===== config.mk =====
export PLATFORM = sky130hd
export DESIGN_NAME = pc_gen_flat
export DESIGN_NICKNAME = d
export VERILOG_FILES = /design/src/rtl/pc_gen_if.sv /design/src/rtl/pc_gen.sv /design/src/flat_wrapper.sv
export SDC_FILE = /design/constraint.sdc
export NUM_CORES = 1
export LEC_CHECK = 0
export BUFFER_PORTS_ARGS = -buffer_cell sky130_fd_sc_hd__buf_2
export CAP_MARGIN = 20
export CORE_MARGIN = 2
export CORE_UTILIZATION = 62
export CTS_BUF_LIST = sky130_fd_sc_hd__clkbuf_4 sky130_fd_sc_hd__clkbuf_8
export DETAILED_ROUTE_END_ITERATION = 8
export GPL_TIMING_DRIVEN = 0
export PLACE_DENSITY = 0.93
export SLEW_MARGIN = 10
export SYNTH_ARGS = -nofsm -noshare
export SYNTH_HDL_FRONTEND = slang
export SYNTH_SLANG_ARGS = --single-unit

===== constraint.sdc =====
create_clock -name clk -period 8 [get_ports clk]
set_input_delay 1.6 -clock clk [delete_from_list [all_inputs] [get_ports clk]]
set_output_delay 1.6 -clock clk [all_outputs]
set_load 0.005 [all_outputs]

===== src/rtl/pc_gen_if.sv =====
// Fetch-side bundle of the program-counter generator: flow control, redirect,
// predecoder hints and the fetch request/response handshake.
interface pc_gen_if #(
  parameter int XLEN      = 32,
  parameter int RAS_DEPTH = 4
);
  localparam int CW = $clog2(RAS_DEPTH) + 1;

  logic [1:0]      flow_i;
  logic            redirect_i;
  logic [XLEN-1:0] redirect_pc_i;
  logic            half_step_i;
  logic            call_i;
  logic            ret_i;
  logic            fetch_ready_i;
  logic            fetch_valid_o;
  logic [XLEN-1:0] pc_o;
  logic            ras_pred_o;
  logic [CW-1:0]   ras_count_o;

  // master is the PC generator, which issues fetch requests
  modport master (
    input  flow_i, redirect_i, redirect_pc_i, half_step_i, call_i, ret_i,
           fetch_ready_i,
    output fetch_valid_o, pc_o, ras_pred_o, ras_count_o
  );

  modport slave (
    output flow_i, redirect_i, redirect_pc_i, half_step_i, call_i, ret_i,
           fetch_ready_i,
    input  fetch_valid_o, pc_o, ras_pred_o, ras_count_o
  );
endinterface


===== src/rtl/pc_gen.sv =====
// Program-counter generator: handshake-gated PC advance, compressed steps,
// stall-safe redirect capture and a circular return-address stack.
module pc_gen #(
  parameter int              XLEN      = 32,
  parameter logic [XLEN-1:0] RESET_VEC = '0,
  parameter int              C_EXT     = 1,
  parameter int              RAS_DEPTH = 4
) (
  input  logic     clk,
  input  logic     rst_n,
  input  logic     jtag_reset_i,
  pc_gen_if.master bus
);
  localparam int CW = $clog2(RAS_DEPTH) + 1;
  localparam int PW = $clog2(RAS_DEPTH);

  localparam logic [1:0] FLOW_WORK = 2'b00;
  localparam logic [1:0] FLOW_STOP = 2'b01;

  typedef enum logic {
    S_IDLE = 1'b0,
    S_PEND = 1'b1
  } state_t;

  function automatic logic [XLEN-1:0] align_target(input logic [XLEN-1:0] t);
    logic [XLEN-1:0] mask;
    mask = (C_EXT != 0) ? XLEN'(1) : XLEN'(3);
    return t & ~mask;
  endfunction

  function automatic logic [CW-1:0] sat_inc(input logic [CW-1:0] c);
    return (c == CW'(RAS_DEPTH)) ? c : c + CW'(1);
  endfunction

  // Registered state
  state_t          state_p1, state_d;
  logic [XLEN-1:0] pc_p1, pc_d;
  logic            ras_pred_p1, pred_d;
  logic [XLEN-1:0] pend_pc_p1, pend_pc_d;
  logic [CW-1:0]   ras_count_p1;
  logic [PW-1:0]   ras_wp_p1;
  logic [XLEN-1:0] ras_mem [RAS_DEPTH];

  logic            hard_rst;
  logic            refresh;
  logic            work;
  logic            stop;
  logic            pend_vld;
  logic            fire;
  logic [XLEN-1:0] step;
  logic [XLEN-1:0] seq_pc;
  logic [PW-1:0]   ras_top_idx;
  logic [XLEN-1:0] ras_top;
  logic            ras_push;
  logic            ras_pop;
  logic            ras_clear;
  logic [PW-1:0]   ras_wr_idx;

  assign hard_rst    = !rst_n || jtag_reset_i;
  assign refresh     = bus.flow_i[1];
  assign work        = (bus.flow_i == FLOW_WORK);
  assign stop        = (bus.flow_i == FLOW_STOP);
  assign pend_vld    = (state_p1 == S_PEND);

  assign bus.fetch_valid_o = work && !bus.redirect_i && !pend_vld;
  assign fire        = bus.fetch_valid_o && bus.fetch_ready_i;

  assign step        = ((C_EXT != 0) && bus.half_step_i) ? XLEN'(2) : XLEN'(4);
  assign seq_pc      = pc_p1 + step;
  assign ras_top_idx = ras_wp_p1 - PW'(1);
  assign ras_top     = ras_mem[ras_top_idx];
  // A simultaneous pop+push reuses the popped slot so depth stays unchanged
  assign ras_wr_idx  = ras_pop ? ras_top_idx : ras_wp_p1;

  always_comb begin
    state_d   = state_p1;
    pc_d      = pc_p1;
    pred_d    = ras_pred_p1;
    pend_pc_d = pend_pc_p1;
    ras_push  = 1'b0;
    ras_pop   = 1'b0;
    ras_clear = 1'b0;
    if (refresh) begin
      pc_d      = RESET_VEC;
      pred_d    = 1'b0;
      state_d   = S_IDLE;
      ras_clear = 1'b1;
    end else if (bus.redirect_i) begin
      if (work) begin
        pc_d    = align_target(bus.redirect_pc_i);
        pred_d  = 1'b0;
        state_d = S_IDLE;
      end else begin
        pend_pc_d = align_target(bus.redirect_pc_i);
        state_d   = S_PEND;
      end
    end else if (pend_vld && work) begin
      pc_d    = pend_pc_p1;
      pred_d  = 1'b0;
      state_d = S_IDLE;
    end else if (stop) begin
      state_d = state_p1;
    end else if (fire) begin
      pc_d     = seq_pc;
      pred_d   = 1'b0;
      ras_push = bus.call_i;
      if (bus.ret_i && (ras_count_p1 != '0)) begin
        pc_d    = ras_top;
        pred_d  = 1'b1;
        ras_pop = 1'b1;
      end
    end
  end

  // Stage p1: PC, prediction flag and pending-redirect state
  always_ff @(posedge clk) begin
    if (hard_rst) begin
      state_p1    <= S_IDLE;
      pc_p1       <= RESET_VEC;
      ras_pred_p1 <= 1'b0;
    end else begin
      state_p1    <= state_d;
      pc_p1       <= pc_d;
      ras_pred_p1 <= pred_d;
    end
  end

  always_ff @(posedge clk) begin
    pend_pc_p1 <= pend_pc_d;
  end

  always_ff @(posedge clk) begin
    if (hard_rst || ras_clear) begin
      ras_wp_p1    <= '0;
      ras_count_p1 <= '0;
    end else begin
      unique case ({ras_push, ras_pop})
        2'b10: begin
          ras_wp_p1    <= ras_wp_p1 + PW'(1);
          ras_count_p1 <= sat_inc(ras_count_p1);
        end
        2'b01: begin
          ras_wp_p1    <= ras_wp_p1 - PW'(1);
          ras_count_p1 <= ras_count_p1 - CW'(1);
        end
        default: begin
          ras_wp_p1    <= ras_wp_p1;
          ras_count_p1 <= ras_count_p1;
        end
      endcase
    end
  end

  always_ff @(posedge clk) begin
    if (ras_push) begin
      ras_mem[ras_wr_idx] <= seq_pc;
    end
  end

  assign bus.pc_o        = pc_p1;
  assign bus.ras_pred_o  = ras_pred_p1;
  assign bus.ras_count_o = ras_count_p1;

endmodule


===== src/flat_wrapper.sv =====
// flat-port wrapper written by rule: the top's interface ports become plain ports
module pc_gen_flat 
#(
  parameter int              XLEN      = 32,
  parameter logic [XLEN-1:0] RESET_VEC = '0,
  parameter int              C_EXT     = 1,
  parameter int              RAS_DEPTH = 4
)
  (clk, rst_n, jtag_reset_i, bus_flow_i, bus_redirect_i, bus_redirect_pc_i, bus_half_step_i, bus_call_i, bus_ret_i, bus_fetch_ready_i, bus_fetch_valid_o, bus_pc_o, bus_ras_pred_o, bus_ras_count_o);
  pc_gen_if #(.XLEN(XLEN), .RAS_DEPTH(RAS_DEPTH)) bus_i ();
  input  logic clk;
  input  logic rst_n;
  input  logic jtag_reset_i;
  input wire logic [$bits(bus_i.flow_i)-1:0] bus_flow_i;
  input wire logic [$bits(bus_i.redirect_i)-1:0] bus_redirect_i;
  input wire logic [$bits(bus_i.redirect_pc_i)-1:0] bus_redirect_pc_i;
  input wire logic [$bits(bus_i.half_step_i)-1:0] bus_half_step_i;
  input wire logic [$bits(bus_i.call_i)-1:0] bus_call_i;
  input wire logic [$bits(bus_i.ret_i)-1:0] bus_ret_i;
  input wire logic [$bits(bus_i.fetch_ready_i)-1:0] bus_fetch_ready_i;
  output wire logic [$bits(bus_i.fetch_valid_o)-1:0] bus_fetch_valid_o;
  output wire logic [$bits(bus_i.pc_o)-1:0] bus_pc_o;
  output wire logic [$bits(bus_i.ras_pred_o)-1:0] bus_ras_pred_o;
  output wire logic [$bits(bus_i.ras_count_o)-1:0] bus_ras_count_o;
  assign bus_i.flow_i = bus_flow_i;
  assign bus_i.redirect_i = bus_redirect_i;
  assign bus_i.redirect_pc_i = bus_redirect_pc_i;
  assign bus_i.half_step_i = bus_half_step_i;
  assign bus_i.call_i = bus_call_i;
  assign bus_i.ret_i = bus_ret_i;
  assign bus_i.fetch_ready_i = bus_fetch_ready_i;
  assign bus_fetch_valid_o = bus_i.fetch_valid_o;
  assign bus_pc_o = bus_i.pc_o;
  assign bus_ras_pred_o = bus_i.ras_pred_o;
  assign bus_ras_count_o = bus_i.ras_count_o;
  pc_gen #(.XLEN(XLEN), .RESET_VEC(RESET_VEC), .C_EXT(C_EXT), .RAS_DEPTH(RAS_DEPTH)) u_core (.clk(clk), .rst_n(rst_n), .jtag_reset_i(jtag_reset_i), .bus(bus_i));
endmodule

==> qor.txt <==
status - finished, final reports clean
worst path bufs/invs - 5
CTS clk-pin slew, worst paths - 0.09 ns
unrepaired setup endpoints after global routing - false
skew final - 0.0143 ns
worst flop-to-flop path startpoint - u_core.bus.ras_count_o[1]$_SDFFE_PP0P_
DR WL/cell - 25.5 µm
Synth async-reset ratio - 0%
Synth Net Count - 723
Hold Vio Cnt, Final - 0
CTS tree - yes
synthesized flop and latch total - 198
Slowest cell on crit path - nor4_2
drc violations - 0
min cycle time layout - 4.33 ns
Clock power frac - 34.4%
clk buf depth - 2
initial antenna violation count - 0
CP arrival - 4.51 ns
Cells after Synth - 674
Power Total - 1.84 mW
Clk Latency, worst-skew pair - 0.48 ns
largest net degree at the start of global routing - 23
Worst Hold Launch - u_core.bus.ras_pred_o$_SDFFE_PP0P_
Max VDD drop - 0.111 mV
fin util - 71.1%
Hold Buf Count CTS - 0
TritonCTS buffer count - 17
WS Path Type - in -> reg
Crit. End Element - flip-flop
Chip Height - 125 µm
n_diodes - 0
Setup Slack @ Placement - 3.29 ns
P_leak - 3.65 nW
MaxCap Viol Count - 0
WP data required - 8.19 ns
f_max - 231 MHz
Hold Crit Class - reg -> reg
Cell variety after synth - 75
area of the multi-input gates - 3260 µm²
CTS resizes - 0
placed cell area - 9870 µm²
Cell Area, Synth - 9060 µm²
DR pass1 iterations - 6
most frequent cell after synthesis - edfxtp_1
Chip Width - 125 µm
Reg2Reg Setup Slack - 4.37 ns
P_sw - 0.417 mW
GRT Util Overall - 32.4%
antenna viol nets, final - 0
Total Wirelength - 25,000 µm
H-tree depth - 4
Comb power frac - 4.8%
Critical Path Source - bus_ret_i
number of global-route vias before repair - 6,641
Synth top area share - 52.7%
CTS Root Cell - clkbuf_8
Final Cell Area - 10,300 µm²
CTS Sinks - 198
first-pass GRT wire length - 37,800 µm
Post-synth top flop - edfxtp_1
port bufs - 76
Worst path top cell family by delay - simple AND/OR/NAND/NOR gates
die area - 15,600 µm²
setup violators final - 0
postcts setup bufs - 0
CP max stage delay - 0.76 ns
Final Non-Filler Cells - 980
total congestion overflow - 0
core footprint - 14,400 µm²
share of post-route cells with drive strength above 1 - 25.8%
initial DRC count - 1,169
initial core utilization - 62.8%
Vias - 6,739
CP Launch Type - input pin
list of most frequent post-synthesis cells - 159 x edfxtp_1, 53 x nor2_1, 39 x dfxtp_1
Worst-Margin Slew - 0.942 ns
Reg power frac - 60.8%
max_slew headroom - 36.9%
CP max FO - 10
Synth Warn # - 0
Reg area - 5560 µm²
final worst slack - 3.67 ns
area leader, netlist - edfxtp_1
Post-synth EDFFs - 159
Final Cycle Share - 54.1%
PD cells - 180 nW/µm²
cell count after placement - 949
vias per std cell - 6.88
max-slew violations - 0
P_int - 1.43 mW
CP dominant cell by count - buf_4
NumNets Final - 833
row count - 44
GPL Wtd Cong - 0.941
I/O pin total - 79
HPWL after DPL - 17,400 µm
CP Cell Sequence - buf_2, o31a_1, buf_2, nand3_1, and2_1, nor4_2, buf_4, buf_4, buf_4
largest cells by area after synthesis - edfxtp_1 53%, dfxtp_1 8.6%, mux4_2 8.0%
Mapped Avg Cell Area - 13.4 µm²
switching part of the total - 22.6%
sequential area share after synthesis - 61.3%
Syn-to-layout area delta - 13.2%
FILL cells - 968
==> cells by family (layout without fill, tap and decap cells) <==
| logic type | Yosys count | after routing | synth area share [%] |
|---|---|---|---|
| compound gates | 128 | 128 | 10.3 |
| xor+xnor | 33 | 33 | 3.19 |
| fa+ha+maj | 7 | 7 | 1.05 |
| buf+inv | 61 | 183 | 3.09 |
| flops | 198 | 198 | 61.3 |
| mux | 39 | 39 | 8.78 |
| simple gates | 208 | 208 | 12.3 |
==> power groups by stage <==
stage | logic [mW] | clock network, mW | registers (mW)
6_report | 0.0892 | 0.633 | 1.12
5_1_grt | 0.0935 | 0.672 | 1.12
4_1_cts | 0.0850 | 0.635 | 1.12
3_5_place_dp | 0.0843 | 0 | 1.14
3_3_place_gp | 0.0786 | 0 | 1.14
2_1_floorplan | 0.0438 | 0 | 1.14
==> final timing paths <==
kind,end,depth (start not counted)
setup / recovery,u_core.ras_mem[0][16]$_DFFE_PP_,9
hold / removal,u_core.bus.ras_pred_o$_SDFFE_PP0P_,2
setup reg to reg,u_core.ras_mem[0][16]$_DFFE_PP_,9
hold reg to reg,u_core.bus.ras_pred_o$_SDFFE_PP0P_,2
==> cells in the final DEF, fill, tap and decap left out, types with 17 or more instances in the layout <==
cell type	netlist	routed
a21oi_1	30	30
buf_2	17	93
clkbuf_8	0	17
dfxtp_1	39	39
edfxtp_1	159	159
inv_1	20	20
mux4_2	32	32
nand2_1	36	36
nand3_1	30	30
nor2_1	53	51
nor3_1	17	17
o21ai_0	17	17
xnor2_1	22	22
==> state kept, by name, summed over array words and instances, names as in the netlist <==
register,flops
u_core.pend_pc_p1,31
u_core.ras_wp_p1,2
u_core.bus.ras_pred_o,1
u_core.bus.pc_o,32
u_core.bus.ras_count_o,3
u_core.pend_vld,1
u_core.ras_mem,128
==> per-stage QoR <==
stage / hold WS, ns / setup TNS [ns]
after floorplan: 0.453 / 0
after global placement: 0.449 / -68.37
after detailed placement: 0.461 / 0
after CTS: 0.482 / 0
after global routing: 0.497 / 0
final: 0.483 / 0
==> final cells by class <==
cell class,instances,area share [%]
Clock buffer,18,2.35
Buffer,40,1.96
Timing Repair Buffer,91,5.31
Multi-Input combinational cell,415,31.7
Sequential cell,198,54.2
Inverter,21,0.768
Tap cell,184,2.24
Clock inverter,13,1.46
==> worst register-to-register path, stage by stage (launching register included) <==
cell and delay (ns):
dfxtp_1 0.34, buf_2 0.19, o31a_1 0.37, buf_2 0.40, nand3_1 0.29, and2_1 0.31, nor4_2 0.76, buf_4 0.32
buf_4 0.18, buf_4 0.18
==> routing by layer <==
layer | vias to the layer above | track usage [%] | routed length, µm
met3 | 98 | 6.79 | 3480
met1 | 3191 | 44.1 | 8870
met2 | 606 | 50.8 | 11600
met5 | - | 0 | 0
met4 | 0 | 15.2 | 1110
li1 | 2844 | - | -
Power figures use the tool's default switching activity.
